### src/rtl/mult_pkg.sv
// Shared definitions for the multiplier operand sequencer.
//   - seq_state_t : sequencer FSM encoding (IDLE=0, ARM=1, RUN=2, HOLD=3)
//   - W_DEF       : default operand width (product is 2*W)
//   - DEPTH_DEF   : default operand FIFO depth (power of two, >= 2)
//   - TIMEOUT_DEF : default number of RUN cycles allowed before a forced completion
package mult_pkg;

    localparam int W_DEF       = 4;
    localparam int DEPTH_DEF   = 4;
    localparam int TIMEOUT_DEF = 16;

    typedef enum logic [1:0] {
        ST_IDLE = 2'd0,
        ST_ARM  = 2'd1,
        ST_RUN  = 2'd2,
        ST_HOLD = 2'd3
    } seq_state_t;

endpackage : mult_pkg

### src/rtl/mult_operand_fifo.sv
// Operand-pair FIFO for the multiplier sequencer.
// Registered storage, head of queue visible combinationally on pop_data.
// Ports:
//   clk        in   system clock, rising edge
//   reset      in   asynchronous active-low reset; empties the FIFO
//   push       in   write push_data (ignored when full)
//   push_data  in   DW-bit entry
//   pop        in   discard head entry (ignored when empty)
//   pop_data   out  current head entry
//   full       out  occupancy == DEPTH
//   empty      out  occupancy == 0
module mult_operand_fifo #(
    parameter int DW    = 8,
    parameter int DEPTH = 4
) (
    input  logic          clk,
    input  logic          reset,
    input  logic          push,
    input  logic [DW-1:0] push_data,
    input  logic          pop,
    output logic [DW-1:0] pop_data,
    output logic          full,
    output logic          empty
);

    localparam int PW = (DEPTH > 1) ? $clog2(DEPTH) : 1;

    logic [DW-1:0] mem_reg [DEPTH];
    logic [PW-1:0] wr_ptr_reg;
    logic [PW-1:0] rd_ptr_reg;
    logic [PW:0]   count_reg;

    logic do_push;
    logic do_pop;

    assign full     = (count_reg == (PW+1)'(DEPTH));
    assign empty    = (count_reg == '0);
    assign do_push  = push && !full;
    assign do_pop   = pop && !empty;
    assign pop_data = mem_reg[rd_ptr_reg];

    // Storage needs no reset: occupancy alone decides which entries are live.
    always_ff @(posedge clk) begin
        if (do_push) begin
            mem_reg[wr_ptr_reg] <= push_data;
        end
    end

    // Pointers are PW bits wide, so they wrap modulo DEPTH on their own.
    always_ff @(posedge clk or negedge reset) begin
        if (!reset) begin
            wr_ptr_reg <= '0;
            rd_ptr_reg <= '0;
            count_reg  <= '0;
        end else begin
            if (do_push) begin
                wr_ptr_reg <= wr_ptr_reg + PW'(1);
            end
            if (do_pop) begin
                rd_ptr_reg <= rd_ptr_reg + PW'(1);
            end
            case ({do_push, do_pop})
                2'b10:   count_reg <= count_reg + (PW+1)'(1);
                2'b01:   count_reg <= count_reg - (PW+1)'(1);
                default: count_reg <= count_reg;
            endcase
        end
    end

endmodule : mult_operand_fifo

### src/rtl/mult_operand_sequencer.sv
// Upstream controller for the serial-parallel multiplier.
// Buffers operand pairs, launches one multiply at a time (clear low while the
// multiplier works), waits for its finish flag or a timeout, and presents the
// product on a valid/ready output.
// Ports:
//   clk        in   system clock, rising edge
//   reset      in   asynchronous active-low reset
//   in_valid   in   operand pair offered
//   in_ready   out  FIFO not full
//   in_a/in_b  in   operands (W bits)
//   mul_clr    out  multiplier clear, active-high; high while idle or holding
//   mul_a/b    out  registered operands to the multiplier
//   mul_prod   in   multiplier product (2W bits)
//   mul_finish in   multiplier done flag
//   out_valid  out  result available
//   out_ready  in   consumer accepts result
//   out_prod   out  captured product
//   out_err    out  1 when the result was captured on timeout
//   busy       out  1 whenever the FSM is not IDLE
module mult_operand_sequencer
    import mult_pkg::*;
#(
    parameter int W       = W_DEF,
    parameter int DEPTH   = DEPTH_DEF,
    parameter int TIMEOUT = TIMEOUT_DEF
) (
    input  logic           clk,
    input  logic           reset,
    input  logic           in_valid,
    output logic           in_ready,
    input  logic [W-1:0]   in_a,
    input  logic [W-1:0]   in_b,
    output logic           mul_clr,
    output logic [W-1:0]   mul_a,
    output logic [W-1:0]   mul_b,
    input  logic [2*W-1:0] mul_prod,
    input  logic           mul_finish,
    output logic           out_valid,
    input  logic           out_ready,
    output logic [2*W-1:0] out_prod,
    output logic           out_err,
    output logic           busy
);

    localparam int             CW       = (TIMEOUT > 1) ? $clog2(TIMEOUT) : 1;
    localparam logic [CW-1:0]  TMO_LAST = CW'(TIMEOUT - 1);

    seq_state_t     state_reg,   state_next;
    logic [CW-1:0]  tmo_cnt_reg, tmo_cnt_next;
    logic [W-1:0]   mul_a_reg,   mul_a_next;
    logic [W-1:0]   mul_b_reg,   mul_b_next;
    logic [2*W-1:0] prod_reg,    prod_next;
    logic           err_reg,     err_next;

    logic           fifo_full;
    logic           fifo_empty;
    logic           fifo_pop;
    logic [2*W-1:0] fifo_head;

    mult_operand_fifo #(
        .DW    (2*W),
        .DEPTH (DEPTH)
    ) u_fifo (
        .clk       (clk),
        .reset     (reset),
        .push      (in_valid && !fifo_full),
        .push_data ({in_a, in_b}),
        .pop       (fifo_pop),
        .pop_data  (fifo_head),
        .full      (fifo_full),
        .empty     (fifo_empty)
    );

    always_comb begin
        state_next   = state_reg;
        tmo_cnt_next = tmo_cnt_reg;
        mul_a_next   = mul_a_reg;
        mul_b_next   = mul_b_reg;
        prod_next    = prod_reg;
        err_next     = err_reg;
        fifo_pop     = 1'b0;

        case (state_reg)
            ST_IDLE: begin
                if (!fifo_empty) begin
                    fifo_pop   = 1'b1;
                    mul_a_next = fifo_head[2*W-1:W];
                    mul_b_next = fifo_head[W-1:0];
                    state_next = ST_ARM;
                end
            end
            ST_ARM: begin
                // mul_finish may still reflect the previous operation here,
                // so it is deliberately not looked at in this state.
                tmo_cnt_next = '0;
                state_next   = ST_RUN;
            end
            ST_RUN: begin
                if (mul_finish) begin
                    prod_next  = mul_prod;
                    err_next   = 1'b0;
                    state_next = ST_HOLD;
                end else if (tmo_cnt_reg == TMO_LAST) begin
                    prod_next  = mul_prod;
                    err_next   = 1'b1;
                    state_next = ST_HOLD;
                end else begin
                    tmo_cnt_next = tmo_cnt_reg + CW'(1);
                end
            end
            ST_HOLD: begin
                if (out_ready) begin
                    state_next = ST_IDLE;
                end
            end
            default: begin
                state_next = ST_IDLE;
            end
        endcase
    end

    always_ff @(posedge clk or negedge reset) begin
        if (!reset) begin
            state_reg   <= ST_IDLE;
            tmo_cnt_reg <= '0;
            mul_a_reg   <= '0;
            mul_b_reg   <= '0;
            prod_reg    <= '0;
            err_reg     <= 1'b0;
        end else begin
            state_reg   <= state_next;
            tmo_cnt_reg <= tmo_cnt_next;
            mul_a_reg   <= mul_a_next;
            mul_b_reg   <= mul_b_next;
            prod_reg    <= prod_next;
            err_reg     <= err_next;
        end
    end

    // Decoded from the state register so that an asynchronous reset forces
    // the multiplier into clear in the same instant.
    assign mul_clr   = (state_reg == ST_IDLE) || (state_reg == ST_HOLD);
    assign out_valid = (state_reg == ST_HOLD);
    assign busy      = (state_reg != ST_IDLE);
    assign in_ready  = !fifo_full;
    assign mul_a     = mul_a_reg;
    assign mul_b     = mul_b_reg;
    assign out_prod  = prod_reg;
    assign out_err   = err_reg;

endmodule : mult_operand_sequencer
### config.mk
export PLATFORM = sky130hd
export DESIGN_NAME = mult_operand_sequencer
export DESIGN_NICKNAME = d
export VERILOG_FILES = /design/src/rtl/mult_pkg.sv /design/src/rtl/mult_operand_fifo.sv /design/src/rtl/mult_operand_sequencer.sv
export SDC_FILE = /design/constraint.sdc
export NUM_CORES = 1
export LEC_CHECK = 0
export BUFFER_PORTS_ARGS = -buffer_cell sky130_fd_sc_hd__buf_2
export CORE_UTILIZATION = 55
export CTS_CLUSTER_SIZE = 40
export DETAILED_ROUTE_END_ITERATION = 8
export PLACE_DENSITY = 0.84
export SLEW_MARGIN = 20
export SYNTH_ARGS = -nofsm -noshare
export SYNTH_HDL_FRONTEND = slang
export SYNTH_HIERARCHICAL = 1
export SYNTH_SLANG_ARGS = --single-unit
### constraint.sdc
create_clock -name clk -period 2.64 [get_ports clk]
set_input_delay 0.132 -clock clk [delete_from_list [all_inputs] [get_ports clk]]
set_output_delay 0.132 -clock clk [all_outputs]
set_load 0.03 [all_outputs]
Word-level counts from Yosys, hierarchy flattened
Memory sizes are Yosys's and may differ from the RTL's. A register that Yosys moved wholly into a read port is not among the register bits. Cells that the tools add are included.

Bitwise gates (word level): 1. Add/sub/neg operators: 5. Muxes and demuxes: 17. Eq/ne operators: 12. Reduce and logical (&&, ||, !) cells: 17.

Operators by type and width (number): $mux 8 (2); $mux 2 (4); $mux 4 (2); $pmux 2 s4 (1); $pmux 4 s2 (1); $reduce_bool 2->1 (4); $eq 2x2->1 const B (3); $mux 1 (6); $ne 2x2->1 const B (3); $pmux 3 s2 (1); $reduce_and 3->1 (2); $add 2x1->2 const B (2); $add 4x1->4 const B (1); $eq 2x1->1 const B (2); $eq 4x4->1 const B (1); $reduce_and 2->1 (2); $add 3x1->3 const B (1); $eq 3x3->1 const B (1); $logic_and 1x1->1 (3); $logic_not 1->1 (3); $logic_not 3->1 (1); $ne 3x3->1 const B (1); $sub 3x1->3 const B (1); $logic_not 2->1 (1); other kinds (3) (3).

Bits in registers: 22. Output and inout bits: 21. Memory bits (writable): 32. Memories kept: 1. Bits of input ports: 21. Word-level logic and storage cells: 60.

Memories: u_fifo.mem_reg (depth 4, bits a word 8, rd ports 1, clocked after Yosys merged registers in 1, write ports 1, line mult_operand_fifo.sv:28) `logic [DW-1:0] mem_reg [DEPTH];`.

Longest topological paths before layout
Depth after elaboration: 6. Depth in mapped cells: 11. Gate-level depth less buffers: 11.

By module
The synthesis kept the hierarchy.

Modules (own cells, without submodules): mult_operand_fifo (cells each 80, area each 1584.0 um^2, seq. area each 1136.1 um^2, times used 1); mult_operand_sequencer (cells each 80, area each 1061.0 um^2, seq. area each 575.6 um^2, times used 1).

Worst setup path after synthesis
Ideal clock, no wire load.

Kind: flip-flop to flip-flop. From: register state_reg[0]. To: register u_fifo.count_reg[2]. Required time: 2561 ps. Setup time: 79 ps. Data arrival time: 2350 ps. Stages on the path, launching flop included: 12. Clock period less this slack: 2429 ps. Buffers on the path: 0. Path slack: 211 ps. Cells stage by stage: dfrtp_1 -> inv_1 -> ha_1 -> inv_1 -> nor2_2 -> o31a_2 -> ha_1 -> inv_1 -> fa_1 -> xor2_1 -> nor2_1 -> xor2_1.

Longest elaborated chain between the ends: 5. Elaborated cells between the ends (all ways): 7. Classes of those cells: eq/ne: 2; mux: 2; reduce/logical: 3.

Ends and longest elaborated chain: start, declared (line mult_operand_sequencer.sv:48) `seq_state_t state_reg, state_next;`; start signal, assigned (line mult_operand_sequencer.sv:131) `state_reg <= state_next;`; $logic_not 2->1 * (line mult_operand_sequencer.sv:83) `case (state_reg)`; $mux 1 * (line mult_operand_sequencer.sv:83); via fifo_pop (line mult_operand_sequencer.sv:57) `logic fifo_pop;`; $logic_and 1x1->1 * (line mult_operand_fifo.sv:39) `assign do_pop = pop && !empty;`; via u_fifo.do_pop (line mult_operand_fifo.sv:34) `logic do_pop;`; $eq 2x1->1 or $eq 2x2->1 (tied branches) (line mult_operand_fifo.sv:62) `case ({do_push, do_pop})`; $pmux 3 s2 or $reduce_bool 2->1 (tied branches); end signal, assigned (line mult_operand_fifo.sv:63) `2'b10: count_reg <= count_reg + (PW+1)'(1);`; end signal, assigned (line mult_operand_fifo.sv:64) `2'b01: count_reg <= count_reg - (PW+1)'(1);`; end signal, assigned (line mult_operand_fifo.sv:65) `default: count_reg <= count_reg;`; end, declared (line mult_operand_fifo.sv:31) `logic [PW:0] count_reg;`.

The timed path passes the listed nets; every way through them passes the cells marked *. A chain may end at the register's enable or synchronous reset.

Final worst setup path
From: register u_fifo.count_reg[0]. To: register u_fifo.count_reg[2].

Longest elaborated chain between the ends: 6. Elaborated cells between the ends (all ways): 15. Classes of those cells: add/sub: 2; eq/ne: 3; mux: 3; reduce/logical: 7.

Ends and longest elaborated chain: $eq 3x3->1 * (line mult_operand_fifo.sv:36) `assign full = (count_reg == (PW+1)'(DEPTH));`; via fifo_full (line mult_operand_sequencer.sv:55) `logic fifo_full;`; $logic_not 1->1 * (line mult_operand_fifo.sv:38, mult_operand_sequencer.sv:66); $logic_and 1x1->1 (line mult_operand_sequencer.sv:66) `.push (in_valid && !fifo_full),`; $logic_and 1x1->1 * (line mult_operand_fifo.sv:38) `assign do_push = push && !full;`; $eq 2x1->1 or $eq 2x2->1 (tied branches) (line mult_operand_fifo.sv:62); $pmux 3 s2 or $reduce_bool 2->1 (tied branches).

Marks and branches as above.

==> results by group <==
Routing
  – Vias/cell: 5.76
  – TritonRoute pass-1 iters: 5
  – Vias post-DR: 1543
  – WL final: 4.83 mm
  – Post-DR wirelength/cell: 18.0 um
  – # DRC: 0
  – Antenna Nets Post-Route: 0
  – Initial drt markers: 124

Final layout
  – Layout fillers: 322
  – Largest register FFs: 32
  – N_diodes: 0
  – Layout cells sized above 1: 0.421
  – Final nets: 244
  – Fin area: 3100 um2
  – Most frequent cells in the layout: buf_2 (41), edfxtp_1 (32), dfrtp_1 (30)
  – Commonest non-fill, non-tap cell in the layout: buf_2
  – Area delta synth->final: 17.0%
  – Layout Cells excl Fill: 268

Pwr
  – Worst vdd ir: 0.589 mV
  – Leak: 1.33 nW
  – Pwr per Cell Area: 1290 nW/um2

Logic synthesis
  – YS warnings: 6
  – Sequential share of the synthesized area: 0.647
  – Mapped Avg Cell Area: 16.5 um2
  – Async S/R FF share, synth: 0.484
  – Cell Area, Synth: 2650 um2
  – Unique masters post-synth: 38
  – EDFF count, synth: 32
  – Syn Inst Count: 160
  – Flops & latches, synth: 62
  – Post-Syn Nets: 193
  – Main flop type after synthesis: edfxtp_1

Die
  – Die span in y: 71.4 um
  – Die area: 5090 um2
  – Total I/O pin count: 42
  – Die Wd: 71.4 um
  – Site Rows: 24
  – Initial Util: 0.591
  – Core Region: 4470 um2

Setup path
  – Crit end category: flop
  – Worst Setup Start Kind: flop
  – CP max FO: 6
  – Critical path required time: 2.88 ns
  – Classification of the worst setup path: reg2reg
  – Arr. time, crit path: 2.63 ns

Global route
  – Global-route wire length before repair: 7.81 mm
  – Vias in the first global route: 1615
  – Initial antenna violation count: 0
  – Total Routing Usage GR: 0.216
  – Largest net degree at the start of global routing: 31
  – Total gr overflow: 0

CTS
  – Clk_lat worst skew: 0.33 ns
  – Clock sinks: 62
  – Number of gates resized after cts: 0
  – Root buffer cell: clkbuf_8
  – Htree depth: 3
  – CTS tree: yes
  – Num CTS Buffers: 9
  – Worst-case clock buffer depth: 2
  – Worst-path clk slew: 0.06 ns
  – CTS Hold Buffers Added: 1
  – Postcts setup bufs: 0

Place
  – Final HPWL DP: 3.27 mm
  – DP Cell Count: 251
  – Final GP Congestion: 0.725
  – Placed cell area: 2900 um2
  – Port Buf Inserts: 41

Timing
  – Setup total negative slack: 0 ns
  – Peak Freq: 0.420 GHz
  – Unrepaired setup endpoints after global routing: false
  – Layout Skew: 0.00829 ns
  – Final setup viols: 0
  – Actual slew at the worst max-slew pin: 0.689 ns
  – Rel. slew slack: 0.540
  – Final hold viol count: 0
  – Final min period: 2.38 ns
  – Tcrit/Tclk final: 0.903
  – Final Slew Violations: 0

Flow run
  – Max_cap viols: 0

Hold path
  – Hold crit path type: in2reg

Outcome
  – Outcome: completed
-- critical path: stages (launching register included) --
cell     delay, ns
dfrtp_1       0.43
or3b_4        0.45
inv_1         0.09
nor2b_1       0.08
and2_4        0.16
inv_1         0.05
ha_1          0.17
inv_1         0.07
fa_1          0.38
xor2_1        0.15
nor2_1        0.11
xor2_1        0.17
-- cell type report --
type                    count  area, um2  share of cell area
flip-flops and latches     62       1710               0.553
multi-input cells          82        865               0.279
repair buffers             43        223              0.0719
clock buffers              12        135              0.0437
well taps                  52       65.1              0.0210
inverters                  13       48.8              0.0158
clock inverters             4       47.5              0.0154
-- metal layers --
metal	up-vias	track usage	share of wire
met1	789	0.257	0.41
met2	49	0.358	0.52
met4	0	0.0911	0.015
li1	697	-	-
met5	-	0	0
met3	8	0.0802	0.047
-- power breakdown --
part           switching (mW)  total (mW)  internal, mW
clock                   0.334       0.768         0.434
combinational           0.924        1.61         0.688
sequential              0.240        1.61          1.37
total                    1.50        3.99          2.49
-- Yosys cell counts, types with 2 or more instances --
cell	count	area (um2)
o211ai_1	4	30.0
and3_2	4	30.0
nand3_1	2	10.0
nand2_1	3	11.3
dfrtp_1	30	751
inv_1	13	48.8
mux2i_1	2	20.0
xor2_1	3	26.3
edfxtp_1	32	961
a31o_2	2	17.5
xnor2_1	3	26.3
mux2_2	15	169
mux4_2	8	180
ha_1	11	138
nor2b_1	3	18.8
o21ai_0	3	15.0
-- final timing paths --
kind,start,endpoint,slack [ns],cells after the start
max in group asynchronous,reset,out_prod[2],1.79,2
setup reg to reg,u_fifo/count_reg[0],u_fifo/count_reg[2],0.26,11
hold / removal,in_b[2],u_fifo/mem_reg[2][2],0.02,1
min in group asynchronous,reset,mul_a[1],0.39,2
setup / recovery,u_fifo/count_reg[0],u_fifo/count_reg[2],0.26,11
hold reg to reg,out_prod[2],out_prod[2],0.50,1
-- metrics by stage --
step | hold WS [ns] | worst slack, ns | power (mW) | util
6_report | 0.0216 | 0.257 | 3.99 | 0.692
5_1_grt | 0.00483 | 0.0695 | 4.22 | 0.692
4_1_cts | 0.00342 | 0.259 | 4.02 | 0.692
3_5_place_dp | 0.212 | 0.281 | 3.23 | 0.649
3_3_place_gp | 0.192 | 0.413 | 3.11 | 0.649
2_1_floorplan | -0.164 | 0.211 | 2.80 | -
-- logic make-up after synthesis --
logic type / Yosys count / share of synthesized area
compound gates: 14 / 0.0412
xor+xnor: 6 / 0.0199
fa+ha+maj: 12 / 0.0596
buf+inv: 16 / 0.0260
flops: 62 / 0.647
mux: 27 / 0.149
simple gates: 23 / 0.0568
Note: power is estimated with default switching activity, not from simulation.
